==> config.mk <==
export PLATFORM = sky130hd
export DESIGN_NAME = muldiv_hilo_unit
export DESIGN_NICKNAME = d
export VERILOG_FILES = /design/src/rtl/muldiv_hilo_unit.sv
export SDC_FILE = /design/constraint.sdc
export NUM_CORES = 1
export LEC_CHECK = 0
export CAP_MARGIN = 20
export CORE_MARGIN = 1.5
export CORE_UTILIZATION = 40
export DETAILED_ROUTE_END_ITERATION = 8
export GPL_TIMING_DRIVEN = 0
export HOLD_SLACK_MARGIN = 0.02
export SLEW_MARGIN = 30
export SYNTH_ARGS = -nofsm -noshare
export SYNTH_HDL_FRONTEND = slang
export SYNTH_SLANG_ARGS = --single-unit
==> constraint.sdc <==
create_clock -name clk -period 5.15 [get_ports clk]
set_input_delay 1.545 -clock clk [delete_from_list [all_inputs] [get_ports clk]]
set_output_delay 1.545 -clock clk [all_outputs]
set_load 0.02 [all_outputs]
==> src/rtl/muldiv_hilo_unit.sv <==
// muldiv_hilo_unit
// Iterative multiply/divide unit with architectural HI/LO registers.
// Multiplies use radix-2 shift-add, divides use restoring shift-subtract,
// both on operand magnitudes; signs are applied in a final FINISH cycle.
//
// state  | meaning
// IDLE   | waiting for start; MTHI/MTLO write HI/LO directly
// CALC   | one shift-add / shift-subtract step per enabled edge
// FINISH | sign correction, HI/LO write, done pulse
//
// Ports
//   clk     - clock, rising edge
//   rst     - asynchronous reset, active low
//   en      - advance enable; 0 freezes all state
//   start   - operation request, sampled in IDLE only
//   op      - 001 MULT, 010 MULTU, 011 DIV, 100 DIVU, 101 MTHI, 110 MTLO
//   a, b    - operands (a is the value written by MTHI/MTLO)
//   rd_sel  - 10 reads HI, 01 reads LO, otherwise rd_data is 0
//   rd_data - selected register
//   hi, lo  - HI/LO contents
//   busy    - iterative operation in progress
//   done    - one-cycle pulse when HI/LO take a MULT/DIV result
//   stall   - read of HI/LO requested while busy
module muldiv_hilo_unit #(
   parameter int WIDTH = 32,
   parameter int CNT_W = $clog2(WIDTH + 1)
) (
   input  logic             clk,
   input  logic             rst,
   input  logic             en,
   input  logic             start,
   input  logic [2:0]       op,
   input  logic [WIDTH-1:0] a,
   input  logic [WIDTH-1:0] b,
   input  logic [1:0]       rd_sel,
   output logic [WIDTH-1:0] rd_data,
   output logic [WIDTH-1:0] hi,
   output logic [WIDTH-1:0] lo,
   output logic             busy,
   output logic             done,
   output logic             stall
);

   localparam logic [2:0] OP_MULT  = 3'b001;
   localparam logic [2:0] OP_MULTU = 3'b010;
   localparam logic [2:0] OP_DIV   = 3'b011;
   localparam logic [2:0] OP_DIVU  = 3'b100;
   localparam logic [2:0] OP_MTHI  = 3'b101;
   localparam logic [2:0] OP_MTLO  = 3'b110;

   typedef enum logic [1:0] {
      ST_IDLE   = 2'd0,
      ST_CALC   = 2'd1,
      ST_FINISH = 2'd2
   } state_t;

   state_t state_q, state_nxt;

   logic [CNT_W-1:0] cnt_q;
   // acc holds the high product half (mul) or partial remainder (div);
   // mq holds the multiplier/low product (mul) or dividend/quotient (div).
   logic [WIDTH:0]   acc_q;
   logic [WIDTH-1:0] mq_q;
   logic [WIDTH-1:0] mcand_q;
   logic [WIDTH-1:0] a_raw_q;
   logic [WIDTH-1:0] hi_q;
   logic [WIDTH-1:0] lo_q;
   logic             is_div_q;
   logic             div0_q;
   logic             neg_q;
   logic             neg_r_q;
   logic             done_q;

   logic             is_iter;
   logic             is_signed;
   logic             is_div_op;
   logic             a_neg;
   logic             b_neg;
   logic [WIDTH-1:0] abs_a;
   logic [WIDTH-1:0] abs_b;

   always_comb begin
      is_iter   = (op == OP_MULT) || (op == OP_MULTU) || (op == OP_DIV) || (op == OP_DIVU);
      is_signed = (op == OP_MULT) || (op == OP_DIV);
      is_div_op = (op == OP_DIV) || (op == OP_DIVU);
      a_neg     = is_signed & a[WIDTH-1];
      b_neg     = is_signed & b[WIDTH-1];
      abs_a     = a_neg ? -a : a;
      abs_b     = b_neg ? -b : b;
   end

   logic [WIDTH:0]   mul_sum;
   logic [WIDTH:0]   div_shift;
   logic [WIDTH+1:0] div_diff;
   logic [WIDTH:0]   acc_step;
   logic [WIDTH-1:0] mq_step;

   always_comb begin
      mul_sum   = mq_q[0] ? (acc_q + {1'b0, mcand_q}) : acc_q;
      div_shift = {acc_q[WIDTH-1:0], mq_q[WIDTH-1]};
      // One extra bit so the sign of the trial subtraction is the borrow.
      div_diff  = {1'b0, div_shift} - {2'b00, mcand_q};
      acc_step  = '0;
      mq_step   = '0;
      if (is_div_q) begin
         if (!div_diff[WIDTH+1]) begin
            acc_step = div_diff[WIDTH:0];
            mq_step  = {mq_q[WIDTH-2:0], 1'b1};
         end else begin
            acc_step = div_shift;
            mq_step  = {mq_q[WIDTH-2:0], 1'b0};
         end
      end else begin
         acc_step = {1'b0, mul_sum[WIDTH:1]};
         mq_step  = {mul_sum[0], mq_q[WIDTH-1:1]};
      end
   end

   logic [2*WIDTH-1:0] prod_mag;
   logic [2*WIDTH-1:0] prod;
   logic [WIDTH-1:0]   rem_mag;
   logic [WIDTH-1:0]   quo;
   logic [WIDTH-1:0]   rem;
   logic [WIDTH-1:0]   res_hi;
   logic [WIDTH-1:0]   res_lo;

   always_comb begin
      prod_mag = {acc_q[WIDTH-1:0], mq_q};
      prod     = neg_q ? -prod_mag : prod_mag;
      rem_mag  = acc_q[WIDTH-1:0];
      quo      = neg_q ? -mq_q : mq_q;
      rem      = neg_r_q ? -rem_mag : rem_mag;
      res_hi   = prod[2*WIDTH-1:WIDTH];
      res_lo   = prod[WIDTH-1:0];
      if (is_div_q) begin
         // Divide by zero returns all-ones quotient and the untouched dividend.
         if (div0_q) begin
            res_hi = a_raw_q;
            res_lo = '1;
         end else begin
            res_hi = rem;
            res_lo = quo;
         end
      end
   end

   always_ff @(posedge clk or negedge rst) begin
      if (!rst) state_q <= ST_IDLE;
      else      state_q <= state_nxt;
   end

   always_comb begin
      state_nxt = state_q;
      case (state_q)
         ST_IDLE:   if (en && start && is_iter) state_nxt = ST_CALC;
         ST_CALC:   if (en && (cnt_q == CNT_W'(1))) state_nxt = ST_FINISH;
         ST_FINISH: if (en) state_nxt = ST_IDLE;
         default:   state_nxt = ST_IDLE;
      endcase
   end

   always_ff @(posedge clk or negedge rst) begin
      if (!rst) begin
         cnt_q    <= '0;
         acc_q    <= '0;
         mq_q     <= '0;
         mcand_q  <= '0;
         a_raw_q  <= '0;
         hi_q     <= '0;
         lo_q     <= '0;
         is_div_q <= 1'b0;
         div0_q   <= 1'b0;
         neg_q    <= 1'b0;
         neg_r_q  <= 1'b0;
         done_q   <= 1'b0;
      end else begin
         done_q <= 1'b0;
         if (en) begin
            case (state_q)
               ST_IDLE: begin
                  if (start) begin
                     if (is_iter) begin
                        cnt_q    <= CNT_W'(WIDTH);
                        acc_q    <= '0;
                        a_raw_q  <= a;
                        is_div_q <= is_div_op;
                        div0_q   <= (b == '0);
                        neg_q    <= a_neg ^ b_neg;
                        neg_r_q  <= a_neg;
                        if (is_div_op) begin
                           mq_q    <= abs_a;
                           mcand_q <= abs_b;
                        end else begin
                           mq_q    <= abs_b;
                           mcand_q <= abs_a;
                        end
                     end else if (op == OP_MTHI) begin
                        hi_q <= a;
                     end else if (op == OP_MTLO) begin
                        lo_q <= a;
                     end
                  end
               end
               ST_CALC: begin
                  acc_q <= acc_step;
                  mq_q  <= mq_step;
                  cnt_q <= cnt_q - CNT_W'(1);
               end
               ST_FINISH: begin
                  hi_q   <= res_hi;
                  lo_q   <= res_lo;
                  done_q <= 1'b1;
               end
               default: ;
            endcase
         end
      end
   end

   always_comb begin
      case (rd_sel)
         2'b10:   rd_data = hi_q;
         2'b01:   rd_data = lo_q;
         default: rd_data = '0;
      endcase
   end

   assign hi    = hi_q;
   assign lo    = lo_q;
   assign busy  = (state_q != ST_IDLE);
   assign done  = done_q;
   assign stall = busy && ((rd_sel == 2'b10) || (rd_sel == 2'b01));

endmodule

[Word level (Yosys, flattened, before mapping)]
Cells that the tools add are included.
Operators by class
  add/sub/neg operators: 8
  multipliers: 0
  divide/modulo/power cells: 0
  order comparisons: 0
  equality and inequality tests: 20
  shifts and indexed selects: 0
  multiplexer cells: 41
  bitwise operators: 3
  reduce and logical (&&, ||, !) cells: 20
Operators with widths (count)
  $mux W32: 20
  $pmux W32 S2: 4
  $mux W33: 5
  $neg A32 Y32: 4
  $pmux W33 S2: 1
  $mux W64: 1
  $neg A64 Y64: 1
  $sub A33 B32 Y34: 1
  $add A33 B32 Y33: 1
  $logic_not A32 Y1: 1
  $ne A2 B2 Y1 const B: 9
  $mux W6: 2
  $pmux W6 S2: 1
  $eq A3 B3 Y1 const B: 3
  $reduce_and A4 Y1: 2
  $eq A3 B2 Y1 const B: 2
  $eq A6 B1 Y1 const B: 1
  $logic_or A1 B1 Y1: 6
  $mux W2: 3
  $pmux W2 S3: 1
  $reduce_and A6 Y1: 1
  $reduce_bool A2 Y1: 3
  $sub A6 B1 Y6 const B: 1
  $reduce_and A5 Y1: 1
  other kinds (9): 17
Word-level totals
  register bits: 206
  bits in latches: 0
  bits in writable memories: 0
  bits in read-only memories: 0
  input bits: 73
  output and inout bits: 99
  logic and storage cells: 105
  memories kept: 0

[Longest topological paths before layout]
Gate-level depths: netlist of run 1.
  depth in word-level cells: 8
  depth in mapped cells: 14
  mapped depth without buffers: 14

[Least setup slack after synthesis of run 1]
Ideal clock, no wire load.
  path type: input -> output
  start: input port rd_sel[0]
  end: output port rd_data[0]
  arrival time: 2.494 ns
  data required time: 3.605 ns
  setup slack: 1.111 ns
  stages: 5
  path buffers: 2
  cell sequence: inv_1 > ha_1 > clkbuf_1 > clkbuf_1 > nor2_1
Between the ends
  word-level cells in the longest chain between the ends: 2
  elaborated cells between the ends (all ways): 3
  those cells by class: eq/ne: 2; mux: 1
RTL lines
  start, declared: RTL line 35  | input logic [1:0] rd_sel,
  $eq A2 B1 Y1 or $eq A2 B2 Y1 (tied branches): RTL line 221  | case (rd_sel)
  $pmux W32 S2 *: RTL line 221
  end, declared: RTL line 36  | output logic [WIDTH-1:0] rd_data,
Every way passes the cells marked *; elsewhere a longest branch is shown, timed or not.

[Worst setup path after layout of run 1]
  start: input port rd_sel[0]
  end: output port rd_data[1]
The elaborated chain is that of the path after synthesis.

==> impl_metrics.ini, run 1 <==
[logic_synthesis]
ys_warn_count = 0
synthFlopType = dfrtp_1
synth-edff-count = 0
synth_seq_area_share_pct = 28.7
syn_area_um2 = 18000
synth_top_area_share_pct = 28.7
synthCells = 2331
syn_area_per_cell_um2 = 7.70
yosys.area.top_type = dfrtp_1
synth_async_sr_flop_share_pct = 100
synthTopCellsByArea = dfrtp_1 (29%), xnor2_1 (7.1%), o21ai_0 (6.5%)
ys_ff_latch = 206
synth.distinct_cells = 78
synth_fp_nets = 2478

[hold_path]
holdPathEnd = a_raw_q[3]
whs_path_depth = 1
min-delay-start = a_raw_q[3]
hp-class = register to register

[floorplan]
core_area_um2 = 44200
die_x_um = 215
initial_utilization_pct = 40.6
rows = 77
ioPinCount = 172
die_area_um2 = 46200
fp.dieH_um = 215

[global_route]
antenna_found_initial = 1
grt.total_usage_pct = 34.1
grt_pass1_vias = 18400
grt_pass1_wl_mm = 119
grt_max_degree = 81
grt_overflow = 0

[worst_setup_path]
r2r_slack_ps = 630
startpoint_type = primary input
critPathSlowestCell = clkdlybuf4s50_1
cp_data_arrival_time_ps = 3530
crit_top_cell = clkdlybuf4s50_1
path_cells = clkdlybuf4s50_1, inv_1, ha_1, clkbuf_1, buf_2, nor2_1, clkdlybuf4s50_1
path_class = primary input to output pin
ff2ff_path_depth = 13
r2r-end = acc_q[31]
worstPathMaxFanout = 10
cp.required_ps = 3610
end_kind = output pin
rr_startpoint = mq_q[31]
cpPeakStageDelay_ps = 560

[drt]
first_pass_iters = 5
vias_per_cell = 6.18
ant_nets = 0
drc_errors = 0
drt-initial-drc-count = 1947
num_vias = 19400
avgRoutedWirePerCell_um = 25.7
routed_wl_mm = 80.5

[clock_network]
cts-root-buf = clkbuf_16
h-tree-depth = 1
clkLatencyLatePin_ps = 560
cts_resized = 8
clockBufferDepth = 3
clkSlewWorstSetupHoldPaths_ps = 60
clock_sinks = 206
numCtsBuffers = 25
cts_tree = done
holdBufCountCts = 0
cts_setup_buffers = 0

[power_and_ir_drop]
ir_worst_vdd_mv = 0.407
power.density_nw_per_um2 = 697
leakagePower_nw = 8.87

[cells_and_area]
finalCoreUtilization_pct = 48.3
nNetsFinal = 2669
layout_commonest_cell = nand2_1
drive_above_1_share_pct = 5.20
area_growth_pct = 18.8
final_area_um2 = 21300
final_cell_mix = nand2_1 (290), nor2_1 (233), o21ai_0 (233), a21oi_1 (206), dfrtp_1 (206)

[timing]
skew_ps = 18.3
fin_hold_ws_ps = 508
finalWorstSetupSlack_ps = 73.7
slew_headroom_pct = 29.4
setup_viol = 0
finalMaxSlewViolations = 0
fin_crit_ps = 5080
hold_viol = 0
worst_slew_pin_slew_ps = 1050
max_freq_mhz = 197
fin_crit_sh_pct = 98.6

[flow_run]
maxCapViolCount = 0

[placement]
placed_area_um2 = 20400
globalplace.congestion = 0.978
io_buffers = 162
hpwlAfterDp_mm = 63.8
pre_cts_ws_ps = -150

[outcome]
status = finished clean
metal layers:
layer | vias up | track usage [%] | part of all wire (%)
li1 | 8690 | - | -
met1 | 9410 | 47.5 | 43
met2 | 1062 | 52.1 | 43
met3 | 192 | 5.15 | 8.5
met4 | 0 | 15.0 | 4.9
met5 | - | 0 | 0
synth_stat cells (23+ instances only):
| cell | count |
|---|---|
| nand2_1 | 290 |
| dfrtp_1 | 206 |
| a21oi_1 | 206 |
| a21o_1 | 34 |
| o211ai_1 | 23 |
| nand3_1 | 28 |
| inv_1 | 65 |
| nor2_1 | 233 |
| clkbuf_1 | 164 |
| o21ai_0 | 233 |
| ha_1 | 72 |
| mux2i_1 | 75 |
| o22ai_1 | 32 |
| mux2_2 | 41 |
| a22oi_1 | 34 |
| xnor2_1 | 145 |
| nor3_1 | 29 |
| o31ai_1 | 26 |
| xor2_1 | 62 |
area by class of cell:
type                    instances  area (µm²)
clock inverters                 9         156
well taps                     592         741
flip-flops and latches        206        5150
plain buffers                 188         739
multi-input cells            1871       11800
clock buffers                  36         737
fillers                      4399       22900
diodes                          1        2.50
repair buffers                164        1720
inverters                      66         248
registers in the layout, indices dropped and copies added, names as in the netlist, 2 cells and up:
register  count
a_raw_q      32
acc_q        33
cnt_q         6
hi           32
lo           32
mcand_q      32
mq_q         32
state_q       2
critical path, delay by kind of cell:
| family | cells | cell delay, ps |
|---|---|---|
| buf+inv | 5 | 1650 |
| fa+ha+maj | 1 | 270 |
| simple gates | 1 | 70 |
worst max-delay path by stage:
stage / cells past startpoint / slack [ps] / end / startpoint
6_report: 7 / 70 / rd_data[1] / rd_sel[0]
2_1_floorplan: 5 / 1110 / rd_data[0] / rd_sel[0]
3_5_place_dp: 6 / -150 / rd_data[31] / rd_sel[0]
5_1_grt: 7 / -10 / rd_data[17] / rd_sel[0]
3_3_place_gp: 1 / -6650 / mq_q[7] / rst
4_1_cts: 6 / 4 / rd_data[27] / rd_sel[0]
power by group:
group          switching (mW)  internal [mW]
Combinational            5.83           3.65
Sequential               1.05           2.37
Clock                   0.789           1.19
Total                    7.67           7.22
cells by family (layout without fill, tap and decap cells):
family          count (synthesis)  after routing  synth area share (%)
compound gates                743            743                  25.4
simple gates                  731            731                  18.4
buf+inv                       254            463                  5.39
xor+xnor                      207            207                  10.1
flops                         206            206                  28.7
mux                           116            116                  6.75
fa+ha+maj                      74             74                  5.24
other cells                     0              1                     0
metrics by stage:
step	power, mW	TNS [ps]	instances
3_5_place_dp	12.6	-2840	3087
3_3_place_gp	12.5	-1365800	3085
5_1_grt	15.8	-39.8	3132
2_1_floorplan	9.30	0	2331
4_1_cts	14.6	0	3132
6_report	14.9	0	3133
No activity file was read; power rests on OpenSTA's default activity.
==> run 2, diff against run 1 <==
- HOLD_SLACK_MARGIN: 0.02 -> 0.03
==> results of run 2 <==
Final layout, timing and power as in run 1 (identical DEF).
==> run 3, diff against run 2 <==
--- a/config.mk
+++ b/config.mk
@@ -12,4 +12,5 @@
 export GPL_TIMING_DRIVEN = 0
 export HOLD_SLACK_MARGIN = 0.03
+export RECOVER_POWER = 50
 export SLEW_MARGIN = 30
 export SYNTH_ARGS = -nofsm -noshare
==> constraint.sdc (replaced) <==
create_clock -name clk -period 5.15 [get_ports clk]
set_input_delay 1.2875 -clock clk [delete_from_list [all_inputs] [get_ports clk]]
set_output_delay 1.2875 -clock clk [all_outputs]
set_load 0.01 [all_outputs]
==> run 3 against run 2 <==
Compared with the run above: the flow now finishes with violations (max-capacitance violations, max-slew violations); clock-buffer cell count is the same; power is 1.9% lower; critical endpoint is now rd_data[13]; non-clock buffer count unchanged; combinational power shrank 3.1%; highest routed layer unchanged; first-iteration DRC count is 6.2% higher; die area stayed put; critical path depth unchanged; critical path type unchanged; largest cell class unchanged; sequential power is essentially flat.
==> impl_metrics.ini, run 3 (same netlist as run 1, synthesis figures left out) <==
[worst_setup_path]
rr_startpoint = mq_q[31]
cp.required_ps = 3860
path_class = primary input to output pin
crit_top_cell = clkdlybuf4s50_1
end_kind = output pin
ff2ff_path_depth = 13
startpoint_type = primary input
worstPathMaxFanout = 10
cpPeakStageDelay_ps = 550
r2r-end = acc_q[31]
r2r_slack_ps = 650
critPathSlowestCell = clkdlybuf4s50_1
path_cells = clkdlybuf4s50_1, inv_1, ha_1, clkbuf_1, a22oi_1, nor2_1, clkdlybuf4s50_1
cp_data_arrival_time_ps = 3440

[outcome]
status = finished with violations
violations = max-capacitance violations, max-slew violations

[power_and_ir_drop]
p_total_mw = 14.6
seqPwrFrac_pct = 23.4
combPwrFrac_pct = 63.0
leakagePower_nw = 8.69
power.density_nw_per_um2 = 686
power.internal_mw = 7.15
sw_frac_of_total_pct = 51.0
p_clk_share_pct = 13.6
p_sw_mw = 7.45
ir_worst_vdd_mv = 0.408

[hold_path]
min-delay-start = a_raw_q[1]
whs_path_depth = 2
holdPathEnd = a_raw_q[1]
hp-class = register to register

[drt]
drc_errors = 0
ant_nets = 0
drt-initial-drc-count = 2068
vias_per_cell = 6.17
avgRoutedWirePerCell_um = 25.7
num_vias = 19300
routed_wl_mm = 80.4
first_pass_iters = 8

[timing]
rsz0062_at_grt = no
hold_viol = 0
finalWorstSetupSlack_ps = 423
worst_slew_pin_slew_ps = 3740
skew_ps = 16.4
max_freq_mhz = 212
slew_headroom_pct = -149
tns_ps = 0
fin_hold_ws_ps = 506
fin_crit_ps = 4730
fin_crit_sh_pct = 91.8
finalMaxSlewViolations = 69
setup_viol = 0

[cells_and_area]
regArea_um2 = 5150
nNetsFinal = 2669
fillers = 4399
final_cell_mix = nand2_1 (290), nor2_1 (233), o21ai_0 (233), a21oi_1 (206), dfrtp_1 (206)
drive_above_1_share_pct = 4.80
largest_reg_flops = 33
layout_commonest_cell = nand2_1
area_growth_pct = 18.5
finalCoreUtilization_pct = 48.1
multi_input_area_um2 = 11800
top_register = acc_q

[flow_run]
maxCapViolCount = 1

[clock_network]
cts_resized = 0
h-tree-depth = 1
clkLatencyLatePin_ps = 560
holdBufCountCts = 0
clock_sinks = 206
clkSlewWorstSetupHoldPaths_ps = 60
clockBufferDepth = 3
cts_tree = done
cts-root-buf = clkbuf_16
cts_setup_buffers = 0
numCtsBuffers = 25

[floorplan]
fp.dieH_um = 215
core_area_um2 = 44200
ioPinCount = 172
die_x_um = 215
die_area_um2 = 46200
initial_utilization_pct = 40.6
rows = 77

[global_route]
grt_max_degree = 81
grt_overflow = 0
grt_pass1_wl_mm = 119
grt.total_usage_pct = 34.0
grt_pass1_vias = 18400
antenna_found_initial = 1

[placement]
pre_cts_ws_ps = 238
io_buffers = 162
hpwlAfterDp_mm = 63.8
globalplace.congestion = 0.978
## run 3: power groups by stage
stage | Combinational [mW] | Sequential, mW | Clock, mW
finish | 9.20 | 3.41 | 1.98
global route | 9.99 | 3.45 | 2.04
CTS | 9.07 | 3.38 | 1.97
detailed placement | 9.01 | 3.40 | 0
global placement | 8.90 | 3.38 | 0
floorplan | 6.04 | 3.03 | 0
## run 3: how the worst max path moves through the flow
stage / depth (start not counted) / startpoint / endpoint / slack [ps]
floorplan: 9 / a[14] / mcand_q[29] / 1530
global placement: 1 / rst / mq_q[7] / -6390
detailed placement: 13 / a[0] / mcand_q[30] / 240
CTS: 12 / acc_q[0] / acc_q[29] / 410
global route: 1 / rst / mq_q[15] / 170
finish: 7 / rd_sel[1] / rd_data[13] / 420
## run 3: area by class of cell
cell class | instances | share of cell area (%)
Timing Repair Buffer | 164 | 7.88
Tap cell | 592 | 3.48
Clock buffer | 36 | 3.46
Clock inverter | 9 | 0.735
Antenna cell | 1 | 0.0118
Multi-Input combinational cell | 1871 | 55.6
Inverter | 66 | 1.16
Sequential cell | 206 | 24.2
Buffer | 188 | 3.40
## run 3: per-layer routing
metal / up-vias / GRT usage (%) / wire, µm
met5: - / 0 / 0
met4: 0 / 15.0 / 3950
met1: 9365 / 47.4 / 34800
li1: 8702 / - / -
met3: 186 / 5.15 / 6830
met2: 1066 / 52.1 / 34800
## run 3: worst max-delay path, delay by kind of cell
kind / cells / cell delay, ps
adder cells (fa/ha/maj): 1 / 310
AO/OA/AOI/OAI: 1 / 190
buffers and inverters: 4 / 1510
AND/OR/NAND/NOR: 1 / 140
## run 3: through the flow
step / std cells / cell area (µm²)
final: 3133 / 21300
after global routing: 3132 / 21300
after CTS: 3132 / 21300
after detailed placement: 3087 / 20400
after global placement: 3085 / 20300
after floorplan: 2331 / 18000
